[config.mk]
export PLATFORM = sky130hd
export DESIGN_NAME = uart_passthru_sniffer_flat
export DESIGN_NICKNAME = d
export VERILOG_FILES = /design/src/rtl/uart_passthru_sniffer_if.sv /design/src/rtl/uart_passthru_sniffer.sv /design/src/flat_wrapper.sv
export SDC_FILE = /design/constraint.sdc
export NUM_CORES = 1
export LEC_CHECK = 0
export ABC_AREA = 1
export CAP_MARGIN = 25
export CORE_ASPECT_RATIO = 0.9
export CORE_MARGIN = 5
export CORE_UTILIZATION = 50
export DETAILED_ROUTE_END_ITERATION = 16
export PLACE_DENSITY = 0.7
export SKIP_CTS_REPAIR_TIMING = 1
export SKIP_LAST_GASP = 1
export SYNTH_ARGS = -nofsm -noshare
export SYNTH_HDL_FRONTEND = slang
export SYNTH_SLANG_ARGS = --single-unit
[constraint.sdc]
create_clock -name clk_25mhz -period 2.3 [get_ports clk_25mhz]
set_input_delay 0.345 -clock clk_25mhz [delete_from_list [all_inputs] [get_ports clk_25mhz]]
set_output_delay 0.345 -clock clk_25mhz [all_outputs]
set_load 0.01 [all_outputs]
[src/rtl/uart_passthru_sniffer_if.sv]
// Output bundle of the UART sniffer: decoded byte, strobes, break level,
// LED activity and received-byte counter. The sniffer drives it through the
// master modport, and consumers read it through the slave modport.
interface uart_passthru_sniffer_if #(
  parameter int C_count_width = 16
);
  logic [7:0]               data;
  logic                     data_valid;
  logic                     frame_err;
  logic                     break_det;
  logic                     activity;
  logic [C_count_width-1:0] byte_count;

  modport master (
    output data, data_valid, frame_err, break_det, activity, byte_count
  );

  modport slave (
    input data, data_valid, frame_err, break_det, activity, byte_count
  );
endinterface

[src/rtl/uart_passthru_sniffer.sv]
// Passive 8N1 UART sniffer for one line of the FTDI<->ESP32 passthrough.
// It only watches the line and never drives it. It decodes bytes, flags
// framing errors, counts good bytes and stretches an activity pulse for an LED.
// Optional macro SNIFFER_BREAK_EN: when defined, break_det reports a line break
// (all-zero frame with a low stop bit) until the line returns high. When the
// macro is undefined, break_det is tied low.
//
// state      | meaning
// -----------+-----------------------------------------------------------
// IDLE       | line high, waiting for a falling edge
// START      | half-bit wait, then confirm the start bit is still low
// DATA       | sample 8 data bits LSB-first at mid-bit
// STOP       | sample the stop bit, then emit the byte or a framing error
// WAIT_HIGH  | after a framing error, wait for the line to return high
module uart_passthru_sniffer #(
  parameter int C_clk_div     = 217,
  parameter int C_act_bits    = 21,
  parameter int C_count_width = 16
) (
  input  logic                    clk_25mhz,
  input  logic                    reset,
  input  logic                    rxd_in,
  uart_passthru_sniffer_if.master mon
);

  localparam logic [2:0] S_IDLE      = 3'd0;
  localparam logic [2:0] S_START     = 3'd1;
  localparam logic [2:0] S_DATA      = 3'd2;
  localparam logic [2:0] S_STOP      = 3'd3;
  localparam logic [2:0] S_WAIT_HIGH = 3'd4;

  // Full-bit reload, and half-bit reload that centres sampling in each bit.
  localparam logic [15:0] C_full = 16'(C_clk_div - 1);
  localparam logic [15:0] C_half = 16'(C_clk_div / 2 - 1);

  logic                     rx_meta_q, rx_meta_d;
  logic                     rx_s_q, rx_s_d;
  logic [2:0]               state_q, state_d;
  logic [15:0]              timer_q, timer_d;
  logic [2:0]               bit_idx_q, bit_idx_d;
  logic [7:0]               shift_q, shift_d;
  logic [7:0]               data_q, data_d;
  logic                     dv_q, dv_d;
  logic                     fe_q, fe_d;
  logic [C_act_bits-1:0]    act_q, act_d;
  logic [C_count_width-1:0] count_q, count_d;
`ifdef SNIFFER_BREAK_EN
  logic                     brk_q, brk_d;
`endif

  // Next-state logic: synchronizer inputs, frame FSM, activity stretcher.
  always_comb begin
    rx_meta_d = rxd_in;
    rx_s_d    = rx_meta_q;
    state_d   = state_q;
    timer_d   = timer_q;
    bit_idx_d = bit_idx_q;
    shift_d   = shift_q;
    data_d    = data_q;
    dv_d      = 1'b0;
    fe_d      = 1'b0;
    count_d   = count_q;
    act_d     = (act_q != '0) ? act_q - C_act_bits'(1) : act_q;
`ifdef SNIFFER_BREAK_EN
    brk_d     = brk_q;
`endif

    case (state_q)
      S_IDLE: begin
        if (!rx_s_q) begin
          state_d = S_START;
          timer_d = C_half;
        end
      end
      S_START: begin
        if (timer_q != 16'd0) begin
          timer_d = timer_q - 16'd1;
        end else if (!rx_s_q) begin
          state_d   = S_DATA;
          timer_d   = C_full;
          bit_idx_d = 3'd0;
          act_d     = '1;
        end else begin
          // Start bit was a glitch, so drop it without touching any output.
          state_d = S_IDLE;
        end
      end
      S_DATA: begin
        if (timer_q != 16'd0) begin
          timer_d = timer_q - 16'd1;
        end else begin
          shift_d   = {rx_s_q, shift_q[7:1]};
          timer_d   = C_full;
          bit_idx_d = bit_idx_q + 3'd1;
          if (bit_idx_q == 3'd7) begin
            state_d = S_STOP;
          end
        end
      end
      S_STOP: begin
        if (timer_q != 16'd0) begin
          timer_d = timer_q - 16'd1;
        end else if (rx_s_q) begin
          data_d  = shift_q;
          dv_d    = 1'b1;
          count_d = count_q + C_count_width'(1);
          state_d = S_IDLE;
        end else begin
          fe_d    = 1'b1;
          state_d = S_WAIT_HIGH;
`ifdef SNIFFER_BREAK_EN
          brk_d   = (shift_q == 8'h00);
`endif
        end
      end
      S_WAIT_HIGH: begin
        if (rx_s_q) begin
          state_d = S_IDLE;
`ifdef SNIFFER_BREAK_EN
          brk_d   = 1'b0;
`endif
        end
      end
      default: state_d = S_IDLE;
    endcase
  end

  // State registers with synchronous active-high reset.
  always_ff @(posedge clk_25mhz) begin
    if (reset) begin
      rx_meta_q <= 1'b1;
      rx_s_q    <= 1'b1;
      state_q   <= S_IDLE;
      timer_q   <= 16'd0;
      bit_idx_q <= 3'd0;
      shift_q   <= 8'h00;
      data_q    <= 8'h00;
      dv_q      <= 1'b0;
      fe_q      <= 1'b0;
      act_q     <= '0;
      count_q   <= '0;
`ifdef SNIFFER_BREAK_EN
      brk_q     <= 1'b0;
`endif
    end else begin
      rx_meta_q <= rx_meta_d;
      rx_s_q    <= rx_s_d;
      state_q   <= state_d;
      timer_q   <= timer_d;
      bit_idx_q <= bit_idx_d;
      shift_q   <= shift_d;
      data_q    <= data_d;
      dv_q      <= dv_d;
      fe_q      <= fe_d;
      act_q     <= act_d;
      count_q   <= count_d;
`ifdef SNIFFER_BREAK_EN
      brk_q     <= brk_d;
`endif
    end
  end

  assign mon.data       = data_q;
  assign mon.data_valid = dv_q;
  assign mon.frame_err  = fe_q;
  assign mon.activity   = (act_q != '0);
  assign mon.byte_count = count_q;
`ifdef SNIFFER_BREAK_EN
  assign mon.break_det  = brk_q;
`else
  assign mon.break_det  = 1'b0;
`endif

endmodule
[src/flat_wrapper.sv]
// flat-port wrapper written by rule: the top's interface ports become plain ports
module uart_passthru_sniffer_flat 
#(
  parameter int C_clk_div     = 217,
  parameter int C_act_bits    = 21,
  parameter int C_count_width = 16
)
  (clk_25mhz, reset, rxd_in, mon_data, mon_data_valid, mon_frame_err, mon_break_det, mon_activity, mon_byte_count);
  uart_passthru_sniffer_if #(.C_count_width(C_count_width)) mon_i ();
  input  logic clk_25mhz;
  input  logic reset;
  input  logic rxd_in;
  output wire logic [$bits(mon_i.data)-1:0] mon_data;
  output wire logic [$bits(mon_i.data_valid)-1:0] mon_data_valid;
  output wire logic [$bits(mon_i.frame_err)-1:0] mon_frame_err;
  output wire logic [$bits(mon_i.break_det)-1:0] mon_break_det;
  output wire logic [$bits(mon_i.activity)-1:0] mon_activity;
  output wire logic [$bits(mon_i.byte_count)-1:0] mon_byte_count;
  assign mon_data = mon_i.data;
  assign mon_data_valid = mon_i.data_valid;
  assign mon_frame_err = mon_i.frame_err;
  assign mon_break_det = mon_i.break_det;
  assign mon_activity = mon_i.activity;
  assign mon_byte_count = mon_i.byte_count;
  uart_passthru_sniffer #(.C_clk_div(C_clk_div), .C_act_bits(C_act_bits), .C_count_width(C_count_width)) u_core (.clk_25mhz(clk_25mhz), .reset(reset), .rxd_in(rxd_in), .mon(mon_i));
endmodule
Word level (Yosys, flattened, before mapping)
Index checks and enable logic that the tools add are counted.
- register bits: 79
- output and inout port bits: 28
- logic and storage cells: 67
- add/subtract/negate cells: 4
- eq/ne operators: 14
- muxes and demuxes: 25
- bitwise gates (word level): 2
- reductions and logical operators: 11
- operators with widths (kind ; number):
    21-bit 2-to-1 mux ; 4
    16-bit 2-to-1 mux ; 5
    16-bit one-hot mux with 4 select lines ; 1
    3-bit 2-to-1 mux ; 10
    21-bit nonzero test ; 1
    21-bit by 1-bit subtractor with 21-bit output, second input constant ; 1
    16-bit by 1-bit adder with 16-bit output, second input constant ; 1
    16-bit nonzero test ; 1
    16-bit by 1-bit subtractor with 16-bit output, second input constant ; 1
    3-bit one-hot mux with 5 select lines ; 1
    2-bit inequality test, second input constant ; 5
    4-bit AND reduction ; 2
    3-bit by 2-bit == test with 1-bit output, second input constant ; 2
    3-bit == test, second input constant ; 2
    2-bit by 1-bit inequality test with 1-bit output, second input constant ; 3
    3-bit one-hot mux with 2 select lines ; 1
    6-bit AND reduction ; 1
    4-bit nonzero test ; 1
    3-bit by 1-bit adder with 3-bit output, second input constant ; 1
    3-bit by 1-bit == test with 1-bit output, second input constant ; 1
    3-bit zero test ; 1
    3-bit inequality test, second input constant ; 1
    3-bit AND reduction ; 1
    3-bit OR reduction ; 1
    other kinds (5) ; 7

Logic depth before layout (Yosys ltp)
- depth in word-level cells: 5
- depth in mapped cells: 12

Worst setup path before layout
Ideal clock, no wire load.
- path kind: reg-to-output
- start: register u_core.act_q[0]
- end: output port mon_activity
- arrival: 1346 ps
- path slack: 609 ps
- stages on the path, launching flop included: 9
- path through: dfxtp_1 inv_1 ha_1 nand2_1 nor2_1 nand2_1 inv_1 nand2_1 buf_4
- word-level cells in the longest chain between the ends: 1
- ends and longest elaborated chain (what ; line ; text):
    start: declaration ; uart_passthru_sniffer.sv:45 ; logic [C_act_bits-1:0] act_q, act_d;
    start signal: assignment ; uart_passthru_sniffer.sv:155 ; act_q <= act_d;
    21-bit nonzero test ; uart_passthru_sniffer.sv:166 ; assign mon.activity = (act_q != '0);
    end: declaration ; flat_wrapper.sv:17 ; output wire logic [$bits(mon_i.activity)-1:0] mon_activity;
Every way passes these cells.

Worst setup path in the final report
Same ends and word-level chain as after synthesis.

==> reports/metrics.yaml <==
hp-class: "in -> reg"
die_h_um: 97.4
cp_common_cell: "nand2_1"
dp_hpwl_um: 6890
crit_fanout: 5
finalPower_mw: 6.56
routed_wl_um: 9720
port_buffers: 29
grtUsageTotal_pct: 19.1
wl_per_cell_um: 12.1
status: "completed"
htree_num_levels: 3
routabilityCongestion: 0.914
synth.avg_cell_area_um2: 6.50
antenna_found_initial: 0
p_leak_nw: 2.12
power.density_nw_per_um2: 1360
skew_ns: 0.0143
initial_core_util_pct: 51.9
fin_crit_ns: 2.03
clk_pin_slew_ns: 0.08
cts_buffers: 9
coreArea_um2: 8180
finalCritPeriodShare_pct: 88.4
drtIter0Drc: 285
cts_tree: "yes"
cp_top_family: "simple AND/OR/NAND/NOR gates"
synth_compound_area_share_pct: 12.6
required_ns: 1.96
synth_edf_count: 0
synth_top_area_share_pct: 37.3
rsz0062_at_grt: "false"
synthCells: 653
utilization_pct: 59.1
n_antenna_cell: 0
drt-pass1-iter-count: 5
slowest_stage: "dfxtp_1"
synth_top_family_by_area: "simple AND/OR/NAND/NOR gates"
synthArstFlopShare_pct: 0
grt_pass1_vias: 3689
syn_nets: 662
multi_input_area_um2: 2240
seqCellArea_um2: 1580
crit_chain: "inv_2 > ha_2 > nand2_2 > nor2_4 > nand2_1 > inv_1 > nand2_1 > dlymetal6s2s_1"
cp-end-kind: "output port"
arrival_ns: 1.69
grt-ovfl-total: 0
crit_buf_inv: 3
ys_types: 39
synthAdderAreaFrac_pct: 1.77
synthSimpleGateAreaFrac_pct: 36.6
drive_above_1_share_pct: 7.42
synthMuxAreaShare_pct: 0
finalHoldViolCount: 0
clockBufferDepth: 2
peakVddDrop_mv: 0.699
ys_ff_latch: 79
yosysSeqAreaShare_pct: 37.3
critPathKind: "reg -> out"
row_count: 31
drc: 0
setup_viol: 0
synth.area.top_cells: "dfxtp_1, nand2_1, nor2_1, inv_1, a21oi_1"
max_cap_viol_count: 0
n_fill_cell: 811
fmax_mhz: 492
drtAntennaViolNets: 0
slew_headroom_pct: 44.5
setup.worst_path.start_class: "flop"
vias: 4175
die_w_um: 107
yosysWarnings: 0
clkSinkCount: 79
dieArea_um2: 10400
finalMaxSlewViolations: 0
grt_pass1_wl_um: 16700
cts-root-buf: "clkbuf_8"
nets: 691
worstMarginPinSlew_ns: 0.832
boundaryPins: 31
ys.flop_type: "dfxtp_1"
clk_latency_ns: 0.35
via_per_inst: 5.21
syn_area_um2: 4250
synth_xor_area_share_pct: 1.24
synth.most_common_cell: "nand2_1"
synth_common_cells: "nand2_1, nor2_1, inv_1"
grt_max_degree: 45
syn2layout_area_growth_pct: 13.9
slowest_delay_ns: 0.34
yosysTopAreaCell: "dfxtp_1"
-- metrics by stage --
step / TNS, ns / instances / hold WS (ns) / worst slack, ns / instance area (um^2)
after detailed placement: 0 / 786 / 0.414 / 0.160 / 4620
after CTS: -0.245 / 802 / 0.195 / -0.245 / 4820
after global routing: 0 / 802 / 0.207 / 0.129 / 4840
final: 0 / 802 / 0.211 / 0.267 / 4840
after global placement: 0 / 786 / 0.398 / 0.242 / 4620
after floorplan: 0 / 653 / 0.389 / 0.609 / 4250
-- final timing paths --
check | end | cells after the start | slack [ns] | from
max | mon_activity | 8 | 0.27 | u_core.act_q[0]
min reg2reg | u_core.rx_s_q | 1 | 0.43 | u_core.rx_meta_q
max reg2reg | u_core.mon.data[7] | 8 | 0.58 | u_core.timer_q[0]
min | u_core.rx_meta_q | 2 | 0.21 | reset
-- state kept, by name, summed over array words and instances (netlist names) --
name                   cells
u_core.rx_meta_q           1
u_core.mon.frame_err       1
u_core.bit_idx_q           3
u_core.mon.byte_count     16
u_core.state_q             3
u_core.rx_s_q              1
u_core.mon.data_valid      1
u_core.mon.data            8
u_core.timer_q            16
u_core.act_q              21
u_core.shift_q             8
-- where the power goes --
group	internal (mW)	switching, mW	total [mW]
combinational	1.15	2.36	3.50
sequential	1.68	0.275	1.96
clock	0.610	0.492	1.10
-- layout make-up --
class,count,share of cell area (%)
Tap cell,115,2.97
Multi-Input combinational cell,466,46.2
Clock inverter,4,1.45
Inverter,93,7.29
Sequential cell,79,32.7
Clock buffer,12,2.79
Timing Repair Buffer,33,6.57
-- per-layer routing --
metal,up-vias,global-route usage (%),share of wire [%]
li1,2130,-,-
met1,1895,26.3,49
met2,137,30.1,44
met3,13,3.99,6.4
met4,0,5.41,1.3
met5,-,0,0
-- kinds of logic after synthesis --
kind of cell	count (synthesis)
adders and majority gates	6
AOI/OAI and AO/OA	96
DFF	79
and+or+nand+nor	357
buffers and inverters	108
xor gates and xnor gates	6
other	1
-- cell usage in the layout, fill, tap and decap left out, types with 9 or more instances in the layout --
master / n
o21ai_0: 29
nand4_1: 18
nor3_1: 22
clkdlybuf4s50_1: 27
nand3_1: 32
clkbuf_8: 9
nor2_1: 97
a21oi_1: 51
nand2_1: 165
inv_1: 84
dfxtp_1: 79
No activity file was read; power rests on OpenSTA's default activity.
